$ cat src/rtl/decode_pkg.sv
// decode_pkg: shared encodings for the decode stage and its condition checker.
// Rev 1.0
`default_nettype none

package decode_pkg;

  typedef enum logic [1:0] {
    CLS_DP  = 2'd0,
    CLS_MEM = 2'd1,
    CLS_BR  = 2'd2,
    CLS_NOP = 2'd3
  } inst_class_t;

  localparam logic [3:0] COND_EQ = 4'h0;
  localparam logic [3:0] COND_NE = 4'h1;
  localparam logic [3:0] COND_CS = 4'h2;
  localparam logic [3:0] COND_CC = 4'h3;
  localparam logic [3:0] COND_MI = 4'h4;
  localparam logic [3:0] COND_PL = 4'h5;
  localparam logic [3:0] COND_VS = 4'h6;
  localparam logic [3:0] COND_VC = 4'h7;
  localparam logic [3:0] COND_HI = 4'h8;
  localparam logic [3:0] COND_LS = 4'h9;
  localparam logic [3:0] COND_GE = 4'hA;
  localparam logic [3:0] COND_LT = 4'hB;
  localparam logic [3:0] COND_GT = 4'hC;
  localparam logic [3:0] COND_LE = 4'hD;
  localparam logic [3:0] COND_AL = 4'hE;
  localparam logic [3:0] COND_NV = 4'hF;

  localparam int FLAG_N = 3;
  localparam int FLAG_Z = 2;
  localparam int FLAG_C = 1;
  localparam int FLAG_V = 0;

  localparam logic [3:0] LINK_REG = 4'hE;

  // Class from inst[27:25]: 00x DP, 01x MEM, 101 BR, 100/11x undefined.
  function automatic inst_class_t classify(input logic [2:0] bits);
    inst_class_t c;
    c = CLS_NOP;
    if (bits[2:1] == 2'b00)      c = CLS_DP;
    else if (bits[2:1] == 2'b01) c = CLS_MEM;
    else if (bits == 3'b101)     c = CLS_BR;
    return c;
  endfunction

endpackage

`default_nettype wire

$ cat src/rtl/decode_stage_cond_check.sv
// cond_check: evaluates an ARM condition field against NZCV flags.
// Rev 1.0
`default_nettype none

module cond_check
  import decode_pkg::*;
(
  input  logic [3:0] cond,
  input  logic [3:0] nzcv,
  output logic       met
);

  logic n, z, c, v;

  assign n = nzcv[FLAG_N];
  assign z = nzcv[FLAG_Z];
  assign c = nzcv[FLAG_C];
  assign v = nzcv[FLAG_V];

  always_comb begin
    met = 1'b0;
    case (cond)
      COND_EQ: met = z;
      COND_NE: met = !z;
      COND_CS: met = c;
      COND_CC: met = !c;
      COND_MI: met = n;
      COND_PL: met = !n;
      COND_VS: met = v;
      COND_VC: met = !v;
      COND_HI: met = c && !z;
      COND_LS: met = !c || z;
      COND_GE: met = (n == v);
      COND_LT: met = (n != v);
      COND_GT: met = !z && (n == v);
      COND_LE: met = z || (n != v);
      COND_AL: met = 1'b1;
      COND_NV: met = 1'b0;
      default: met = 1'b0;
    endcase
  end

endmodule

`default_nettype wire

$ cat src/rtl/decode_stage.sv
// decode_stage: decodes one instruction per handshake into a one-entry output
// register toward execute and issues branch redirects back to fetch. Rev 1.0
`default_nettype none

module decode_stage
  import decode_pkg::*;
#(
  parameter int XLEN     = 32,
  parameter int PC_AHEAD = 8
) (
  input  logic            clk,
  input  logic            rst_n,
  input  logic [XLEN-1:0] inst_i,
  input  logic [XLEN-1:0] pc_i,
  input  logic            valid_i,
  output logic            ready_o,
  input  logic [3:0]      flags_i,
  output logic            valid_o,
  input  logic            ready_i,
  output logic [1:0]      class_o,
  output logic [3:0]      opcode_o,
  output logic            s_o,
  output logic            imm_sel_o,
  output logic            pre_o,
  output logic            up_o,
  output logic [3:0]      rn_o,
  output logic [3:0]      rd_o,
  output logic [3:0]      rm_o,
  output logic [11:0]     imm12_o,
  output logic            link_o,
  output logic [XLEN-1:0] link_addr_o,
  output logic            redirect_o,
  output logic [XLEN-1:0] branch_target_o
);

  logic            squash_r;
  inst_class_t     cls;
  logic            cond_met;
  logic            accept;
  logic            taken;
  logic            is_bl;
  logic            issue;
  logic [XLEN-1:0] offset;
  logic [XLEN-1:0] target;

  cond_check u_cond (
    .cond (inst_i[31:28]),
    .nzcv (flags_i),
    .met  (cond_met)
  );

  assign cls     = classify(inst_i[27:25]);
  assign ready_o = !valid_o || ready_i;
  assign accept  = valid_i && ready_o;

  // A squashed word is the wrong-path fetch behind a redirect: it never issues
  // and never redirects, even if it is itself a taken branch.
  assign taken = !squash_r && cond_met && (cls == CLS_BR);
  assign is_bl = taken && inst_i[24];
  assign issue = !squash_r && cond_met && ((cls == CLS_DP) || (cls == CLS_MEM) || is_bl);

  assign offset = {{(XLEN-26){inst_i[23]}}, inst_i[23:0], 2'b00};
  assign target = pc_i + XLEN'(PC_AHEAD) + offset;

  always_ff @(posedge clk or negedge rst_n) begin
    if (!rst_n) begin
      valid_o         <= 1'b0;
      redirect_o      <= 1'b0;
      squash_r        <= 1'b0;
      class_o         <= 2'd0;
      opcode_o        <= 4'd0;
      s_o             <= 1'b0;
      imm_sel_o       <= 1'b0;
      pre_o           <= 1'b0;
      up_o            <= 1'b0;
      rn_o            <= 4'd0;
      rd_o            <= 4'd0;
      rm_o            <= 4'd0;
      imm12_o         <= 12'd0;
      link_o          <= 1'b0;
      link_addr_o     <= '0;
      branch_target_o <= '0;
    end else begin
      redirect_o <= 1'b0;
      if (accept) begin
        valid_o     <= issue;
        redirect_o  <= taken;
        squash_r    <= taken;
        class_o     <= cls;
        opcode_o    <= inst_i[24:21];
        s_o         <= inst_i[20];
        imm_sel_o   <= inst_i[25];
        pre_o       <= inst_i[24];
        up_o        <= inst_i[23];
        rn_o        <= inst_i[19:16];
        rd_o        <= is_bl ? LINK_REG : inst_i[15:12];
        rm_o        <= inst_i[3:0];
        imm12_o     <= inst_i[11:0];
        link_o      <= is_bl;
        link_addr_o <= pc_i + XLEN'(4);
        if (taken) begin
          branch_target_o <= target;
        end
      end else if (ready_i) begin
        valid_o <= 1'b0;
      end
    end
  end

endmodule

`default_nettype wire

$ cat config.mk
export PLATFORM = sky130hd
export DESIGN_NAME = decode_stage
export DESIGN_NICKNAME = d
export VERILOG_FILES = /design/src/rtl/decode_pkg.sv /design/src/rtl/decode_stage_cond_check.sv /design/src/rtl/decode_stage.sv
export SDC_FILE = /design/constraint.sdc
export NUM_CORES = 1
export LEC_CHECK = 0
export CAP_MARGIN = 10
export CORE_UTILIZATION = 30
export CTS_CLUSTER_DIAMETER = 50
export DETAILED_ROUTE_END_ITERATION = 6
export DONT_BUFFER_PORTS = 1
export MAX_ROUTING_LAYER = met4
export SYNTH_ARGS = -nofsm -noshare
export SYNTH_HDL_FRONTEND = slang
export SYNTH_SLANG_ARGS = --single-unit
$ cat constraint.sdc
create_clock -name clk -period 2 [get_ports clk]
set_input_delay 0.3 -clock clk [delete_from_list [all_inputs] [get_ports clk]]
set_output_delay 0.3 -clock clk [all_outputs]
set_load 0.02 [all_outputs]
==> reports/summary.md <==
The flow ran to the end, but the final reports show violations. The final reports fail on negative hold slack, negative setup slack. Entering global routing, the biggest net connects 97 pins.

Number of clock buffers inserted by TritonCTS: 9. In the synthesized netlist the dominant register cell turns out to be sky130_fd_sc_hd__dfrtp_1. In the routed layout, each cell is associated on average with a via count of 4.97.

After synthesis, the mean cell area works out to 8.87 um^2. The synthesized netlist devotes 16.7% of its cell area to compound gates. Summing the areas of all xor and xnor instances in the mapped netlist gives 7.89% of the synthesized area. In this run the deepest clock path goes through 2 buffers. The worst setup path is captured at a flop.

The count of filler cells inserted in the layout was 1994; the total vias in the final route was 5254. For the count of H-tree levels built during CTS, the log shows 3. STA classifies the critical path startpoint as an input port. The number of clock sinks seen by CTS is 96. Summing all multi-input logic gate instances after layout gives 4290 um^2.

The tools report the final antenna-violating net count as 0. Number of synthesis warnings: 0. The post-layout worst setup margin was -32.1 ps. On the final layout, the worst clock skew is 11.1 ps.

The synthesized netlist devotes 18.1% of its cell area to simple gates. With fillers left out, the area of the finished cells amounts to 8330 um^2. The number of design-rule violations left by the first detailed-router iteration was 264. Share of the core filled with cells: 41.0%.

In this run the worst path has a maximum fanout of 3. The sequential cell area fraction in the yosys report is 38.6%, and the async set or reset register ratio after synthesis is 100%. In the post-synthesis netlist, the biggest area contributors are sky130_fd_sc_hd__dfrtp_1 (39%), sky130_fd_sc_hd__ha_1 (12%), sky130_fd_sc_hd__nand2_1 (8.4%). The portion of synthesized area spent on multiplexers is 2.31%. The run gives 5 as the number of optimization iterations in the first detailed-route pass.

The run gives 3.64 nW as the static leakage power. Synthesis handed over a netlist of 701 instances. In this run the cell area measured after placement is 7520 um^2. After Yosys synthesis, full adders, half adders and majority gates account for 12.0% of the synthesized area.

Largest area contributor in the synthesized netlist: sky130_fd_sc_hd__dfrtp_1. In this run the clock root is driven by a sky130_fd_sc_hd__clkbuf_16. The tools report the minimum hold slack as -363 ps.

Setup violations remaining at the end of the flow were counted as 4. The final net count is 915, and the initial standard-cell utilization of the core is 30.6%. In the global route stage, met1 resource usage came out at 24.4%. The register bit total from synthesis is 96. The routing usage on met2 was 28.9%; the slew at the pin closest to its max-slew limit was 516 ps.

The final period utilization was 102%; the count of maximum capacitance violations was 0. Across the whole layout, storage elements account for 2400 um^2. The routed design has 19300 um of wire. The unique cell type count in the Yosys netlist came out at 51. The number of antenna violations at the first check in global routing was 0. Global routing consumed, on the met3 layer, 4.83% of the routing resources. Setup repair after global routing could not meet its margin everywhere.

The all-layer global routing usage was 18.8%; the area fraction of the dominant cell type after synthesis was 38.6%. The final count of hold timing violations is 96, and the count of standard-cell rows is 52. The core area came out at 20300 um^2.

The number of flops mapped to enable cells by yosys works out to 0. By area, the combinational part of the netlist is dominated by simple AND/OR/NAND/NOR gates. VDD sags by at most 403 uV. The number of standard cells in the final layout excluding fillers was 1058. Relative to the synthesized area, the layout overhead comes to 33.9%. The congestion estimate from routability-driven global placement came to 0.845.

From bottom edge to top edge, the die measures 146 um. For the total count of max-transition violations in the final report, the log shows 0. The count of antenna diodes in the layout came out at 0.

Dividing total power by cell area gives a power density of 868 nW/um^2. The floorplan step defined a die boundary enclosing 21300 um^2. The die outline width was 146 um; the detailed-route DRC error count was 0. The count of port buffers added during placement is 0. In this run the tightest slew margin relative to its limit is 65.6%.

In this run the most used layer during global routing was met2. The placed wire-length estimate was 14800 um. Clock-pin slew on the worst setup and hold paths: 70 ps. In this run the count of I/O pins placed on the die edge is 174. The logs give 6220 um^2 for the summed instance area of the synthesized netlist and 0.00723 W for the final total power.

The number of instances in the placed design is 1035, and the number of global-route vias before repair is 5274. The maximum operating frequency is 492 MHz. The type of the most critical hold path was in2async. The remaining global-route overflow came out at 0. The routed wirelength normalized by instance count was 18.2 um; the final period demand of the worst path was 2030 ps. The first global-routing pass estimated 30100 um of wire. The synthesized netlist net count is 832. For the data required time of the critical path, the log shows 2270 ps. TritonCTS built the clock tree. Category of the critical setup timing path: in2reg. The post-route netlist has 30.3% of its cells at a drive strength greater than 1. The logs give 360 ps for the insertion delay to the later sink of the worst-skew pair and 2300 ps for the arrival time of data at the critical path endpoint.
==> metrics by stage <==
| step | hold slack, ps | TNS, ps | setup WS [ps] |
|---|---|---|---|
| finish | -363 | -62.0 | -32.1 |
| global route | -386 | -701 | -118 |
| CTS | -386 | -86.1 | -56.1 |
| detailed placement | 6.61 | -11140 | -610 |
| global placement | 6.28 | -10370 | -577 |
| floorplan | 4.41 | -7550 | -338 |
==> final timing paths <==
path | slack (ps) | start | cells after the start | endpoint
worst max-delay path | -30 | inst_i[2] | 9 | branch_target_o[28]$_DFFE_PN0P_
worst min-delay path | -360 | rst_n | 0 | imm_sel_o$_DFFE_PN0P_
worst max register to register | 280 | valid_o$_DFFE_PN0P_ | 6 | branch_target_o[1]$_DFFE_PN0P_
worst min register to register | 590 | squash_r$_DFFE_PN0P_ | 2 | squash_r$_DFFE_PN0P_
max in group asynchronous | 2200 | rst_n | 0 | link_addr_o[8]$_DFFE_PN0P_
min in group clk | 50 | inst_i[6] | 2 | imm12_o[6]$_DFFE_PN0P_
==> power breakdown <==
group	switching (W)	total, W	internal [W]
combinational	0.00101	0.00207	0.00106
clock	0.000780	0.00190	0.00112
sequential	0.000902	0.00326	0.00236
==> cell type report <==
cell class | count | area share (%)
sequential | 96 | 28.9
clock inverter | 5 | 0.977
clock buffer | 10 | 2.87
multi-input combinational | 545 | 51.5
tap | 270 | 4.06
inverter | 24 | 1.29
timing repair buffer | 108 | 10.4
==> layout by cell type (no fill, tap or decap), drive strengths merged, types with 12 or more instances in the layout <==
master  count
nor2       37
a21oi      51
xor2       21
inv        24
nand2     140
a21o       12
nand3      21
xnor2      35
ha         58
dfrtp      96
o21ai      47
buf       107
==> kinds of logic (layout without fill, tap and decap cells) <==
kind of cell / after synthesis / after routing
and+or+nand+nor: 254 / 254
DFF: 96 / 96
buffers and inverters: 60 / 147
xor gates and xnor gates: 56 / 56
muxes: 13 / 13
adders and majority gates: 59 / 59
AOI/OAI and AO/OA: 163 / 163
==> registers in the layout, indices dropped and copies added, names as in the netlist <==
register,flops
branch_target_o,32
link_addr_o,32
imm12_o,9
opcode_o,4
rd_o,4
rn_o,4
rm_o,3
class_o,2
imm_sel_o,1
link_o,1
redirect_o,1
s_o,1
squash_r,1
valid_o,1
==> critical path, cell delays in order <==
cell and delay, ps:
sky130_fd_sc_hd__ha_4 230, sky130_fd_sc_hd__ha_4 250, sky130_fd_sc_hd__a21o_1 180, sky130_fd_sc_hd__nand3_4 100
sky130_fd_sc_hd__a2111oi_4 400, sky130_fd_sc_hd__nor3_2 130, sky130_fd_sc_hd__or3_1 390, sky130_fd_sc_hd__and3_4 160
sky130_fd_sc_hd__o31ai_2 160
==> timing repair <==
action                                 CTS  global route
gates resized for setup                 23            51
setup endpoints to repair               12            19
cloned                                   0             1
pin swaps                               11            28
setup buffers                            3             4
endpoints found under the hold margin   96            96
==> synth_stat cells, types with 3 or more instances <==
cell,n
sky130_fd_sc_hd__dfrtp_1,96
sky130_fd_sc_hd__nor2_1,37
sky130_fd_sc_hd__inv_1,23
sky130_fd_sc_hd__a21o_1,12
sky130_fd_sc_hd__nor3_1,8
sky130_fd_sc_hd__clkbuf_1,23
sky130_fd_sc_hd__xnor2_1,35
sky130_fd_sc_hd__o22a_1,3
sky130_fd_sc_hd__nand3_1,21
sky130_fd_sc_hd__nand4_1,11
sky130_fd_sc_hd__buf_4,8
sky130_fd_sc_hd__nor2b_1,4
sky130_fd_sc_hd__nor4_1,3
sky130_fd_sc_hd__o211ai_1,6
sky130_fd_sc_hd__xor2_1,21
sky130_fd_sc_hd__nand2b_1,7
sky130_fd_sc_hd__nand2_1,140
sky130_fd_sc_hd__o21bai_1,8
sky130_fd_sc_hd__ha_1,58
sky130_fd_sc_hd__a21oi_1,51
sky130_fd_sc_hd__or3_1,4
sky130_fd_sc_hd__and3_1,11
sky130_fd_sc_hd__a221oi_1,3
sky130_fd_sc_hd__o21a_1,9
sky130_fd_sc_hd__o21ai_0,45
sky130_fd_sc_hd__mux2_2,11
sky130_fd_sc_hd__and4_1,3
sky130_fd_sc_hd__o31ai_1,3
sky130_fd_sc_hd__buf_2,3
==> routing by layer <==
layer	wire, um	share of wire (%)	vias to the layer above
met3	1260	6.5	21
met2	8990	47	132
met4	277	1.4	0
li1	-	-	2603
met5	0	0	-
met1	8730	45	2498
No activity file was read; power rests on OpenSTA's default activity.
